$ cat config.mk
export PLATFORM = sky130hd
export DESIGN_NAME = pwm_ramp_ctrl
export DESIGN_NICKNAME = d
export VERILOG_FILES = /design/src/rtl/pwm_ramp_ctrl.sv
export SDC_FILE = /design/constraint.sdc
export NUM_CORES = 1
export LEC_CHECK = 0
export CORE_MARGIN = 3
export CORE_UTILIZATION = 65
export DETAILED_ROUTE_END_ITERATION = 6
export DONT_BUFFER_PORTS = 1
export GPL_TIMING_DRIVEN = 0
export PLACE_DENSITY = 0.84
export SLEW_MARGIN = 30
export SYNTH_ARGS = -nofsm -noshare
export SYNTH_HDL_FRONTEND = slang
export SYNTH_SLANG_ARGS = --single-unit
$ cat constraint.sdc
create_clock -name CLK -period 5.6 [get_ports CLK]
set_clock_uncertainty 0.15 [all_clocks]
set_input_delay 0.56 -clock CLK [delete_from_list [all_inputs] [get_ports CLK]]
set_output_delay 0.56 -clock CLK [all_outputs]
set_load 0.02 [all_outputs]
$ cat src/rtl/pwm_ramp_ctrl.sv
// PWM ramp sequencer: prescaled CE, frame tracking and
// frame-aligned duty-code ramping toward a latched target.
module pwm_ramp_ctrl #(
  parameter int UDW = 4,
  parameter int PDW = 16,
  parameter int HDW = 8
) (
  input  logic           CLK,
  input  logic           RST,
  input  logic           SRST,
  input  logic           START,
  input  logic           STOP,
  input  logic [UDW-1:0] TGT_CODE,
  input  logic [PDW-1:0] PRESC,
  input  logic [HDW-1:0] HOLD,
  output logic           PWM_CE,
  output logic           PWM_RE,
  output logic [UDW-1:0] PWM_CODE,
  output logic           PERIOD_END,
  output logic           BUSY,
  output logic           DONE
);

  typedef enum logic [1:0] {
    IDLE, RAMP, RUN, STOPPING
  } state_t;

  state_t         state, state_n;
  logic [PDW-1:0] pcnt, pcnt_n;
  logic [UDW-1:0] fcnt, fcnt_n;
  logic [UDW-1:0] tgt, tgt_n, code_n;
  logic [UDW-1:0] dir_tgt, step_code;
  logic [HDW-1:0] hcnt, hcnt_n;
  logic [HDW-1:0] hold_l, hold_n, hold_in;
  logic           ce_n, pe_n, re_n;
  logic           done_n, busy_n;
  logic           fe, step_due;

  assign fe       = PWM_CE && (fcnt == '1);
  assign step_due = fe && (hcnt <= HDW'(1));
  assign hold_in  = (HOLD == '0) ? HDW'(1) : HOLD;
  assign dir_tgt  = (state == STOPPING) ? '0 : tgt;

  always_comb begin
    step_code = PWM_CODE;
    if (PWM_CODE < dir_tgt)
      step_code = PWM_CODE + UDW'(1);
    else if (PWM_CODE > dir_tgt)
      step_code = PWM_CODE - UDW'(1);
  end

  always_comb begin
    state_n = state;
    code_n  = PWM_CODE;
    tgt_n   = tgt;
    hold_n  = hold_l;
    hcnt_n  = hcnt;
    re_n    = PWM_RE;
    done_n  = 1'b0;
    unique case (state)
      IDLE: begin
        if (START && !STOP) begin
          tgt_n   = TGT_CODE;
          hold_n  = hold_in;
          hcnt_n  = hold_in;
          re_n    = 1'b0;
          state_n = RAMP;
          if (TGT_CODE == PWM_CODE) begin
            state_n = RUN;
            done_n  = 1'b1;
          end
        end
      end
      RAMP, RUN, STOPPING: begin
        if (STOP && state != STOPPING) begin
          state_n = STOPPING;
          hcnt_n  = hold_l;
        end else if (START && !STOP) begin
          tgt_n   = TGT_CODE;
          hold_n  = hold_in;
          hcnt_n  = hold_in;
          state_n = RAMP;
          if (TGT_CODE == PWM_CODE) begin
            state_n = RUN;
            done_n  = 1'b1;
          end
        end else if (state == RAMP && fe) begin
          if (step_due) begin
            code_n = step_code;
            hcnt_n = hold_l;
            if (step_code == tgt) begin
              state_n = RUN;
              done_n  = 1'b1;
            end
          end else begin
            hcnt_n = hcnt - HDW'(1);
          end
        end else if (state == STOPPING && fe) begin
          // already at zero: leave on this frame boundary
          if (PWM_CODE == '0 || (step_due && step_code == '0)) begin
            code_n  = '0;
            state_n = IDLE;
            re_n    = 1'b1;
          end else if (step_due) begin
            code_n = step_code;
            hcnt_n = hold_l;
          end else begin
            hcnt_n = hcnt - HDW'(1);
          end
        end
      end
    endcase
    busy_n = (state_n == RAMP) || (state_n == STOPPING);
  end

  // counters stay cleared while the generator is held in reset
  always_comb begin
    pcnt_n = '0;
    fcnt_n = '0;
    ce_n   = 1'b0;
    pe_n   = 1'b0;
    if (!PWM_RE && !re_n) begin
      ce_n   = (pcnt >= PRESC);
      pcnt_n = ce_n ? '0 : pcnt + PDW'(1);
      fcnt_n = PWM_CE ? fcnt + UDW'(1) : fcnt;
      pe_n   = ce_n && (fcnt_n == '1);
    end
  end

  always_ff @(posedge CLK or posedge RST) begin
    if (RST) begin
      state      <= IDLE;
      pcnt       <= '0;
      fcnt       <= '0;
      hcnt       <= '0;
      tgt        <= '0;
      hold_l     <= HDW'(1);
      PWM_CE     <= 1'b0;
      PWM_RE     <= 1'b1;
      PWM_CODE   <= '0;
      PERIOD_END <= 1'b0;
      BUSY       <= 1'b0;
      DONE       <= 1'b0;
    end else if (SRST) begin
      state      <= IDLE;
      pcnt       <= '0;
      fcnt       <= '0;
      hcnt       <= '0;
      tgt        <= '0;
      hold_l     <= HDW'(1);
      PWM_CE     <= 1'b0;
      PWM_RE     <= 1'b1;
      PWM_CODE   <= '0;
      PERIOD_END <= 1'b0;
      BUSY       <= 1'b0;
      DONE       <= 1'b0;
    end else begin
      state      <= state_n;
      pcnt       <= pcnt_n;
      fcnt       <= fcnt_n;
      hcnt       <= hcnt_n;
      tgt        <= tgt_n;
      hold_l     <= hold_n;
      PWM_CE     <= ce_n;
      PWM_RE     <= re_n;
      PWM_CODE   <= code_n;
      PERIOD_END <= pe_n;
      BUSY       <= busy_n;
      DONE       <= done_n;
    end
  end

endmodule

== Word level (Yosys, flattened, before mapping) ==
Index checks and enable logic that the tools add are counted.

* Add/sub/neg operators: 5
* Multiplexer cells: 68
* Equality and inequality tests: 16
* Reductions and logical operators: 23
* Order comparisons: 4

{| class="wikitable"
|+ Operators by type and width
! cell !! count
|-
| 8-bit 2-to-1 mux || 12
|-
| 4-bit 2-to-1 mux || 17
|-
| 16-bit 2-to-1 mux || 3
|-
| 8-bit one-hot mux with 2 select lines || 2
|-
| 1-bit 2-to-1 mux || 20
|-
| 2-bit 2-to-1 mux || 10
|-
| 16-bit by 1-bit adder with 16-bit output, second input constant || 1
|-
| 16-bit >= comparator || 1
|-
| 6-bit inequality test, second input constant || 2
|-
| 1-bit logical AND || 9
|-
| 4-bit by 1-bit adder with 4-bit output, second input constant || 2
|-
| 4-bit == test || 2
|-
| 4-bit == test, second input constant || 2
|-
| 8-bit by 1-bit <= comparator with 1-bit output, second input constant || 1
|-
| 4-bit logical NOT || 2
|-
| 8-bit logical NOT || 1
|-
| 4-bit one-hot mux with 2 select lines || 1
|-
| 8-bit by 1-bit subtractor with 8-bit output, second input constant || 1
|-
| 2-bit == test, second input constant || 3
|-
| 2-bit inequality test, second input constant || 3
|-
| 3-bit inequality test, second input constant || 2
|-
| 2-bit by 1-bit == test with 1-bit output, second input constant || 2
|-
| 4-bit greater-than comparator || 1
|-
| 4-bit < comparator || 1
|-
| other kinds (11) || 15
|}

* Output and inout port bits: 9
* Bits of input ports: 33
* Register bits: 51
* Word-level logic and storage cells: 128

== Longest topological paths before layout ==
Gate-level depths: netlist (run 1).

* Depth after elaboration: 18
* Gate-level depth with buffers: 12
* Mapped depth without buffers: 10

== Least setup slack after synthesis (run 1) ==
Ideal clock, no wire load.

* Path type: reg-to-reg
* From: register state[0]
* To: register hcnt[2]
* Data required time: 5.325 ns
* Clock period less this slack: 3.518 ns
* Slack: 2.082 ns
* Arrival: 3.244 ns
* Stages on the path, launching flop included: 12
* Setup time: 0.125 ns
* Path buffers: 1
* Cells stage by stage: dfrtp_1 -> clkbuf_1 -> nand2_1 -> nand2_1 -> ha_1 -> a21oi_1 -> nand4_1 -> or3b_2 -> o211ai_1 -> a31oi_4 -> a31oi_4 -> mux2_2

* Word-level cells in the longest chain between the ends: 10
* Elaborated cells between the ends (all ways): 26

{| class="wikitable"
|+ RTL lines
! what !! line !! text
|-
| start: declaration || 28 || <nowiki>state_t state, state_n;</nowiki>
|-
| start signal: assignment || 158 || <nowiki>state <= state_n;</nowiki>
|-
| 2-bit == test || 42, 60, 98 ||
|-
| 4-bit 2-to-1 mux || 42 || <nowiki>assign dir_tgt = (state == STOPPING) ? '0 : tgt;</nowiki>
|-
| 4-bit greater-than comparator || 48 || <nowiki>else if (PWM_CODE > dir_tgt)</nowiki>
|-
| 4-bit 2-to-1 mux || 48 ||
|-
| 4-bit 2-to-1 mux || 46 || <nowiki>if (PWM_CODE < dir_tgt)</nowiki>
|-
| 4-bit logical NOT || 100 || <nowiki>if (PWM_CODE == '0 || (step_due && step_code == '0)) begin</nowiki>
|-
| 1-bit logical AND || 100 ||
|-
| 1-bit logical OR || 100 ||
|-
| 6-bit inequality test (no line) || - ||
|-
| 3-bit AND reduction (no line) || - ||
|-
| end signal: assignment || 161 || <nowiki>hcnt <= hcnt_n;</nowiki>
|-
| end: declaration || 33 || <nowiki>logic [HDW-1:0] hcnt, hcnt_n;</nowiki>
|}

Parallel ways exist; a longest one is shown, timed or not.
A chain may end at the register's enable or synchronous reset.

== Worst setup path after layout (run 1) ==
* From: register state[0]
* To: register hcnt[7]

The elaborated chain is that of the path after synthesis.

==> results.yml, run 1 <==
critical_path:
  worstPathMaxFanout: 8
  worstSetupStartpointType: "register"
  crit_family: "compound AO/OA/AOI/OAI gates"
  crit_chain: "clkbuf_1 > nand2_1 > nand2_1 > ha_1 > a21oi_1 > nand4_1 > or3b_2 > o211ai_1 > a31oi_4 > a31oi_4 > mux2_2"
  crit_path_max_incr_delay_ns: 0.49
  arrival_ns: 4.12
  cp.required_ns: 5.64
  path_buf_inv: 1
  end_kind: "register"
  slowest_stage: "dfrtp_1"
  crit_type: "register to register"
sta:
  grt_setup_unrepaired: "no"
  period_minus_slack_ns: 4.082
  worst_pin_slew_ns: 0.6199
  fin_tns_setup_ns: 0
  worst_slack_ns: 1.518
  relSlewSlack: 0.5867
  setup_viol: 0
  fin_hold_ws_ns: 0.03512
  min_period_over_period: 0.7289
  timing_hold_violations_final: 0
  fmax_mhz: 245.0
  maxSlewViolCount: 0
placement:
  portBuffers: 0
  dp_hpwl_um: 6265
  placed_area_mm2: 0.003696
  dpl_worst_slack_ns: 1.598
  routabilityCongestion: 0.9298
global_routing:
  grt_pass1_wl_um: 14170
  antenna_found_initial: 0
  grt_overflow: 0
  grt_pass1_vias: 3011
  grtUsageTotal: 0.2763
  grt_max_degree: 51
die:
  die_h_um: 80.48
  core-area_mm2: 0.005238
  std_cell_rows: 26
  die_area_mm2: 0.006477
  die_x_um: 80.48
  start_util: 0.6885
  ioPinCount: 42
synthesis:
  synth_flop_cell: "dfrtp_1"
  postSynthAreaPerCell_um2: 8.525
  synth_warnings: 0
  yosysTopAreaCell: "dfrtp_1"
  seq_area_frac_synth: 0.3477
  synth_area_leaders: "dfrtp_1 33%, ha_1 9.0%, nand2_1 5.0%, xor2_1 4.4%, nor3_1 3.6%"
  synth_top_cell_area_share: 0.3331
  synth_edf_count: 0
  syn_nets: 482
  syn-instance-count: 423
  ys_types: 53
  ys_ff_latch: 50
  async_flop_share: 1.000
  syn_area_mm2: 0.003606
pwr:
  vdd_drop_max_uv: 158.9
  power.density_mw_per_mm2: 193.8
  p_leak_uw: 0.001660
drt:
  ant_nets: 0
  via_per_inst: 6.363
  drt_iter0_markers: 220
  routed_wl_um: 8456
  first_pass_iters: 6
  drcViolationCount: 0
  num_vias: 3188
  wl_per_cell_um: 16.88
final_layout:
  fin_util: 0.7224
  drive_above_1_share: 0.05800
  postLayoutCellArea_mm2: 0.003784
  fin_nets: 489
  antenna_cells: 0
  area_growth_pct: 4.927
cts:
  clock_path_buffers: 2
  cts_setup_buffers: 0
  cts_resized: 0
  path_clk_slew_ns: 0.10
  cts.htree.levels: 2
  cts_sinks: 50
  insertion_delay_ns: 0.31
  clock-root-buffer: "clkbuf_8"
  numCtsBuffers: 5
  holdBufCountCts: 0
  cts_tree: "yes"
run_status:
  status: "complete, no violations"
run:
  drv_cap: 0
min_path:
  min-delay-path-class: "input pin to async pin"
==> final timing paths <==
check | from | endpoint | cells past startpoint | slack (ns)
max in group asynchronous | RST | hold_l[1]$_DFFE_PP0P_ | 1 | 4.83
min in group CLK | HOLD[3] | hold_l[3]$_DFFE_PP0P_ | 2 | 0.23
setup reg to reg | state[0]$_DFF_PP0_ | hcnt[7]$_DFFE_PP0P_ | 11 | 1.52
hold / removal | RST | fcnt[1]$_DFF_PP0_ | 1 | 0.04
hold reg to reg | hold_l[1]$_DFFE_PP0P_ | hold_l[1]$_DFFE_PP0P_ | 2 | 0.38
setup / recovery | state[0]$_DFF_PP0_ | hcnt[7]$_DFFE_PP0P_ | 11 | 1.52
==> metal layers <==
layer / vias to the layer above / global-route usage / part of all wire
met5: - / 0 / 0
met4: 0 / 0.09122 / 0.022
met3: 25 / 0.03700 / 0.067
met2: 157 / 0.4859 / 0.49
met1: 1484 / 0.3479 / 0.42
li1: 1522 / - / -
==> report_power, final <==
part,switching [uW],internal [uW],leakage (uW)
clock,125,88.3,0.0000374
combinational,80.9,50.9,0.000944
sequential,14.7,374,0.000678
total,220,513,0.00166
==> cell usage after synthesis (2+ instances only) <==
library cell / n
dfrtp_1: 48
nand2_1: 48
nor2_1: 34
inv_1: 29
ha_1: 26
nor3_1: 26
a21oi_1: 25
xor2_1: 18
clkbuf_1: 15
nand3_1: 14
xnor2_1: 14
nand4_1: 9
nor4_1: 9
o21ai_0: 9
a211oi_1: 7
a21o_1: 7
and2_1: 7
mux2_2: 6
nand2b_1: 5
mux2i_1: 4
o211ai_1: 4
or3_1: 4
a211o_1: 3
a31oi_1: 3
a32oi_1: 3
and4_1: 3
nor2b_1: 3
o2111ai_1: 3
o21a_1: 3
o221ai_1: 3
a22oi_1: 2
a311oi_1: 2
a31oi_4: 2
and3_1: 2
buf_1: 2
buf_2: 2
dfstp_2: 2
o21bai_1: 2
==> layout make-up <==
class	instances	area [um^2]
Buffer	19	73.82
Clock buffer	6	72.57
Clock inverter	2	15.01
Fill cell	429	1454
Inverter	29	111.4
Multi-Input combinational cell	325	2170
Sequential cell	50	1254
Tap cell	70	87.58
==> cells by family (layout without fill, tap and decap cells) <==
group | Yosys count | count (layout) | synth area share
adders and majority gates | 26 | 26 | 0.09021
AOI/OAI and AO/OA | 88 | 88 | 0.1728
buffers and inverters | 48 | 56 | 0.05066
DFF | 50 | 50 | 0.3477
xor gates and xnor gates | 32 | 32 | 0.07772
muxes | 10 | 10 | 0.02984
and+or+nand+nor | 169 | 169 | 0.2311
==> registers in the layout, indices dropped and copies added, names as in the netlist <==
name        flops
hold_l          8
hcnt            8
state           2
PWM_CODE        4
fcnt            4
PERIOD_END      1
tgt             4
PWM_RE          1
DONE            1
pcnt           16
PWM_CE          1
==> placed cells by master, fill, tap and decap left out, types with 14 or more instances in the layout <==
master	Yosys	final
nor2_1	34	34
a21oi_1	25	25
ha_1	26	26
nor3_1	26	26
xor2_1	18	18
nand2_1	48	48
clkbuf_1	15	16
nand3_1	14	14
dfrtp_1	48	48
xnor2_1	14	14
inv_1	29	28
==> stage by stage <==
step,instances,power (uW)
detailed placement,493,523.3
floorplan,423,494.1
CTS,501,730.5
global placement,493,517.4
finish,501,733.3
global route,501,763.6
No activity file was read; power rests on OpenSTA's default activity.
==> inputs of run 2 (changes only) <==
--- a/config.mk
+++ b/config.mk
@@ -6,11 +6,11 @@
 export NUM_CORES = 1
 export LEC_CHECK = 0
 export CORE_MARGIN = 3
-export CORE_UTILIZATION = 65
+export CORE_UTILIZATION = 64
 export DETAILED_ROUTE_END_ITERATION = 6
 export DONT_BUFFER_PORTS = 1
 export GPL_TIMING_DRIVEN = 0
-export PLACE_DENSITY = 0.84
+export PLACE_DENSITY = 0.83
 export SLEW_MARGIN = 30
 export SYNTH_ARGS = -nofsm -noshare
 export SYNTH_HDL_FRONTEND = slang
==> constraint.sdc (replaced) <==
create_clock -name CLK -period 4.1 [get_ports CLK]
set_clock_uncertainty 0.15 [all_clocks]
set_input_delay 0.41 -clock CLK [delete_from_list [all_inputs] [get_ports CLK]]
set_output_delay 0.41 -clock CLK [all_outputs]
set_load 0.02 [all_outputs]
==> run 2 against run 1 <==
Against the previous run: first-iteration DRC count increased by 27%; combinational power increased by 38%; total power increased by 44%; critical path depth unchanged; critical endpoint is now hcnt[3]$_DFFE_PP0P_; highest routed layer unchanged.
==> results.yml, run 2 (synthesis gave the netlist of run 1 again) <==
cts:
  numCtsBuffers: 5
  clock-root-buffer: "clkbuf_8"
  clock_path_buffers: 2
  cts_tree: "yes"
  cts_sinks: 50
  path_clk_slew_ns: 0.09
  cts_setup_buffers: 0
  cts.htree.levels: 2
  insertion_delay_ns: 0.30
placement:
  placed_area_mm2: 0.003696
  dp_hpwl_um: 6150
  dpl_worst_slack_ns: 0.08241
  routabilityCongestion: 0.9555
  portBuffers: 0
min_path:
  min-delay-path-class: "input pin to register"
  hold_path_startpoint: "HOLD[4]"
die:
  die_x_um: 81.06
  die_h_um: 81.06
  die_area_mm2: 0.006571
  start_util: 0.6842
  ioPinCount: 42
  core-area_mm2: 0.005270
  std_cell_rows: 26
pwr:
  power_uw: 1059
  combPwrFrac: 0.172
  p_switching_uw: 295.7
  seqPwrFrac: 0.501
  internal_power_uw: 763.3
  vdd_drop_max_uv: 207.2
  switching_share: 0.2792
  power.density_mw_per_mm2: 277.1
  p_leak_uw: 0.001682
  p_clk_frac: 0.327
global_routing:
  grtUsageTotal: 0.2639
  grt_overflow: 0
  grt_max_degree: 51
  grt_pass1_wl_um: 13790
  grt_pass1_vias: 3071
  antenna_found_initial: 0
sta:
  maxSlewViolCount: 0
  setup_viol: 0
  worst_pin_slew_ns: 0.7163
  timing_hold_violations_final: 0
  period_minus_slack_ns: 3.827
  min_period_over_period: 0.9334
  fin_tns_setup_ns: 0
  fin_hold_ws_ns: 0.07672
  worst_slack_ns: 0.2731
  grt_setup_unrepaired: "no"
  relSlewSlack: 0.5225
  fmax_mhz: 261.3
drt:
  drcViolationCount: 0
  wl_per_cell_um: 16.42
  first_pass_iters: 5
  num_vias: 3199
  ant_nets: 0
  drt_iter0_markers: 280
  via_per_inst: 6.373
  routed_wl_um: 8242
final_layout:
  registers.top_by_ff_count: "pcnt"
  mostFrequentLayoutCells: "48 x dfrtp_1, 48 x nand2_1, 34 x nor2_1, 28 x inv_1"
  largest_registers: "pcnt (16), hcnt (8), hold_l (8)"
  postLayoutCellArea_mm2: 0.003821
  largest_register_ffs: 16
  drive_above_1_share: 0.06250
  fillers: 403
  antenna_cells: 0
  regArea_mm2: 0.001254
  area_growth_pct: 5.968
  fin_nets: 490
  multi_input_area_mm2: 0.002173
critical_path:
  r2r_cells: 11
  endpoint: "hcnt[3]$_DFFE_PP0P_"
  end_kind: "register"
  cp.required_ns: 4.14
  worstSetupStartpointType: "register"
  reg2reg_slack_ns: 0.27
  crit_chain: "clkbuf_2 > nand2_1 > nand2_1 > ha_1 > a21oi_2 > nand4_1 > or3b_2 > o211ai_1 > a31oi_4 > a31oi_4 > mux2_2"
  worstPathMaxFanout: 8
  cp-startpoint: "state[0]$_DFF_PP0_"
  crit_type: "register to register"
  slowest_stage: "dfrtp_1"
  r2r_end: "hcnt[3]$_DFFE_PP0P_"
  crit_path_max_incr_delay_ns: 0.48
  reg2reg_from: "state[0]$_DFF_PP0_"
  arrival_ns: 3.87
run_status:
  status: "complete, no violations"
run:
  drv_cap: 0
-- run 2: worst min path at each step --
stage,endpoint,slack [ns],depth (start not counted)
after CTS,hold_l[4]$_DFFE_PP0P_,0.08,2
final,hold_l[4]$_DFFE_PP0P_,0.08,2
after detailed placement,hcnt[5]$_DFFE_PP0P_,0.25,1
after global routing,hold_l[1]$_DFFE_PP0P_,0.08,2
after floorplan,hold_l[2]$_DFFE_PP0P_,0.35,2
after global placement,hold_l[2]$_DFFE_PP0P_,0.36,2
-- run 2: routing by layer --
layer / part of all wire / vias to the layer above / wire [um] / track usage
li1: - / 1530 / - / -
met1: 0.43 / 1475 / 3568 / 0.3429
met2: 0.48 / 164 / 3919 / 0.4524
met3: 0.068 / 30 / 563 / 0.04213
met4: 0.023 / 0 / 191 / 0.08108
met5: 0 / - / 0 / 0
-- run 2: metrics by stage --
stage | utilization | instances
floorplan | - | 423
global placement | 0.7009 | 493
detailed placement | 0.7013 | 493
CTS | 0.7241 | 502
global route | 0.7251 | 502
finish | 0.7251 | 502
-- run 2: worst max-delay path: cells and delay by family, from the launching register on --
kind	cells	cell delay [ns]
AOI/OAI and AO/OA	4	1.18
adders and majority gates	1	0.35
buffers and inverters	1	0.23
DFF	1	0.48
muxes	1	0.38
and+or+nand+nor	4	0.95
-- run 2: power groups by stage --
| stage | Clock (uW) | Combinational (uW) | Sequential, uW |
|---|---|---|---|
| after global placement | 0 | 169 | 538 |
| after detailed placement | 0 | 176 | 539 |
| after floorplan | 0 | 141 | 534 |
| after CTS | 351 | 179 | 530 |
| after global routing | 369 | 200 | 533 |
| final | 346 | 182 | 530 |
-- run 2: timing repair --
| item | in CTS | in global routing |
|---|---|---|
| setup endpoints to repair | 0 | 29 |
| hold buffers | 1 | 0 |
| hold endpoints to repair | 48 | 0 |
| gates resized for setup | 0 | 3 |
-- run 2: layout make-up --
type                    instances  share of cell area
plain buffers                  19             0.01965
clock inverters                 2            0.009823
inverters                      29             0.02914
repair buffers                  1            0.002620
clock buffers                   6             0.01899
multi-input cells             325              0.5688
flip-flops and latches         50              0.3281
well taps                      70             0.02292
==> inputs of run 3 (changes only) <==
--- a/config.mk
+++ b/config.mk
@@ -6,11 +6,12 @@
 export NUM_CORES = 1
 export LEC_CHECK = 0
 export CORE_MARGIN = 3
-export CORE_UTILIZATION = 64
+export CORE_UTILIZATION = 45
 export DETAILED_ROUTE_END_ITERATION = 6
 export DONT_BUFFER_PORTS = 1
 export GPL_TIMING_DRIVEN = 0
-export PLACE_DENSITY = 0.83
+export PLACE_DENSITY = 0.63
+export REMOVE_ABC_BUFFERS = 1
 export SLEW_MARGIN = 30
 export SYNTH_ARGS = -nofsm -noshare
 export SYNTH_HDL_FRONTEND = slang
==> run 3 against run 2 <==
Against the previous run: utilization down 23 points; setup slack worse by 0.013 ns; worst hold slack worse by 0.029 ns; largest power group unchanged.
==> results.yml, run 3 (synthesis gave the netlist of run 1 again) <==
final_layout:
  antenna_cells: 0
  postLayoutCellArea_mm2: 0.003861
  largest_registers: "pcnt (16), hcnt (8), hold_l (8)"
  fillers: 767
  area_growth_pct: 7.078
  mostFrequentLayoutCells: "48 x nand2_1, 47 x dfrtp_1, 34 x nor2_1, 28 x inv_1"
  fin_cells: 519
  final_common_cell: "nand2_1"
  fin_util: 0.4971
  largest_register_ffs: 16
  fin_nets: 475
  registers.top_by_ff_count: "pcnt"
  drive_above_1_share: 0.06954
critical_path:
  worstPathMaxFanout: 9
  arrival_ns: 3.89
  cp.required_ns: 4.15
  end_kind: "register"
  worstSetupStartpointType: "register"
  crit_type: "register to register"
placement:
  dp_hpwl_um: 5775
  placed_area_mm2: 0.003666
  placed_cells: 506
  routabilityCongestion: 0.7640
  portBuffers: 0
cts:
  insertion_delay_ns: 0.31
  numCtsBuffers: 5
  cts_tree: "yes"
  path_clk_slew_ns: 0.10
  clock-root-buffer: "clkbuf_8"
  cts.htree.levels: 2
  cts_sinks: 50
  clock_path_buffers: 2
pwr:
  p_switching_uw: 297.5
  power_uw: 1123
  internal_power_uw: 825.2
  switching_share: 0.2650
  vdd_drop_max_uv: 205.5
  p_leak_uw: 0.001687
  seqPwrFrac: 0.474
  power.density_mw_per_mm2: 290.8
  combPwrFrac: 0.151
  p_clk_frac: 0.376
sta:
  worst_pin_slew_ns: 0.8156
  fmax_mhz: 260.4
  period_minus_slack_ns: 3.840
  min_period_over_period: 0.9367
  timing_hold_violations_final: 0
  maxSlewViolCount: 0
  setup_viol: 0
  grt_setup_unrepaired: "no"
  relSlewSlack: 0.4563
drt:
  first_pass_iters: 5
  routed_wl_um: 8212
  num_vias: 2968
  drcViolationCount: 0
  drt_iter0_markers: 179
  via_per_inst: 5.719
  ant_nets: 0
  wl_per_cell_um: 15.82
global_routing:
  grt_max_degree: 51
  antenna_found_initial: 0
  grt_overflow: 0
  grt_pass1_wl_um: 13850
  grt_pass1_vias: 2956
  grtUsageTotal: 0.1880
run:
  drv_cap: 0
die:
  die_x_um: 95.52
  ioPinCount: 42
  core-area_mm2: 0.007767
  start_util: 0.4642
  die_area_mm2: 0.009123
  die_h_um: 95.52
  std_cell_rows: 32
min_path:
  min-delay-path-class: "input pin to register"
run_status:
  status: "complete, no violations"
[run 3: changes by cell type in the layout (fill, tap and decap cells not counted), moves of 2 or more]
cell	before	now
buf_1	2	0
buf_2	2	0
clkbuf_1	15	0
dlygate4sd3_1	1	3
[run 3: through the flow]
stage               worst slack, ns  hold slack, ns  setup TNS (ns)
finish                       0.2597         0.04771               0
global route                0.05933         0.05373               0
CTS                          0.1164        0.002254               0
detailed placement         -0.08704          0.2609          -1.206
global placement           -0.05189          0.3264         -0.4926
floorplan                    0.6730          0.3231               0
[run 3: worst max-delay path, stage by stage, from the launching register on]
cell and delay, ns:
dfrtp_2 0.53, nand2_1 0.23, nand2_1 0.10, ha_1 0.33, a21oi_1 0.37, nand4_1 0.17
or3b_2 0.47, o211ai_1 0.30, a31oi_4 0.32, a31oi_4 0.36, mux2_2 0.37
[run 3: repair_timing]
item                       4_1_cts  5_1_grt
cloned                           0        1
pin swaps                        0        2
hold endpoints to repair        60        1
gates resized for setup          1        1
hold buffers                     2        1
setup buffers                    0        1
setup endpoints to repair       23       30
[run 3: cell type report]
class                           instances  area [um^2]  area share
Clock inverter                          3        68.82     0.01782
Tap cell                              102        127.6     0.03305
Multi-Input combinational cell        326         2192      0.5677
Inverter                               29        111.4     0.02884
Timing Repair Buffer                    4        37.54    0.009721
Sequential cell                        50         1255      0.3250
Clock buffer                            5        68.82     0.01782
[run 3: path summary, 6_finish.rpt]
check,from,endpoint,slack [ns],depth (start not counted)
setup / recovery,state[0]$_DFF_PP0_,hcnt[5]$_DFFE_PP0P_,0.26,10
hold / removal,SRST,hold_l[0]$_DFFE_PP1P_,0.05,1
setup reg to reg,state[0]$_DFF_PP0_,hcnt[5]$_DFFE_PP0P_,0.26,10
hold reg to reg,hold_l[7]$_DFFE_PP0P_,hold_l[7]$_DFFE_PP0P_,0.39,2
max in group asynchronous,RST,state[0]$_DFF_PP0_,2.87,2
min in group asynchronous,RST,pcnt[15]$_DFF_PP0_,0.50,2
[run 3: per-layer routing]
metal  routed length [um]  track usage  up-vias  share of wire
met4                   71      0.04265        0         0.0086
met5                    0            0        -              0
met3                  296      0.03946        8          0.036
met2                 3948       0.2985       37           0.48
met1                 3896       0.2634     1423           0.47
li1                     -            -     1500              -
[run 3: power by group through the flow]
stage,clock network (uW),logic [uW],registers (uW)
finish,422,169,532
global route,451,192,534
CTS,430,168,531
detailed placement,0,162,541
global placement,0,159,540
floorplan,0,133,535
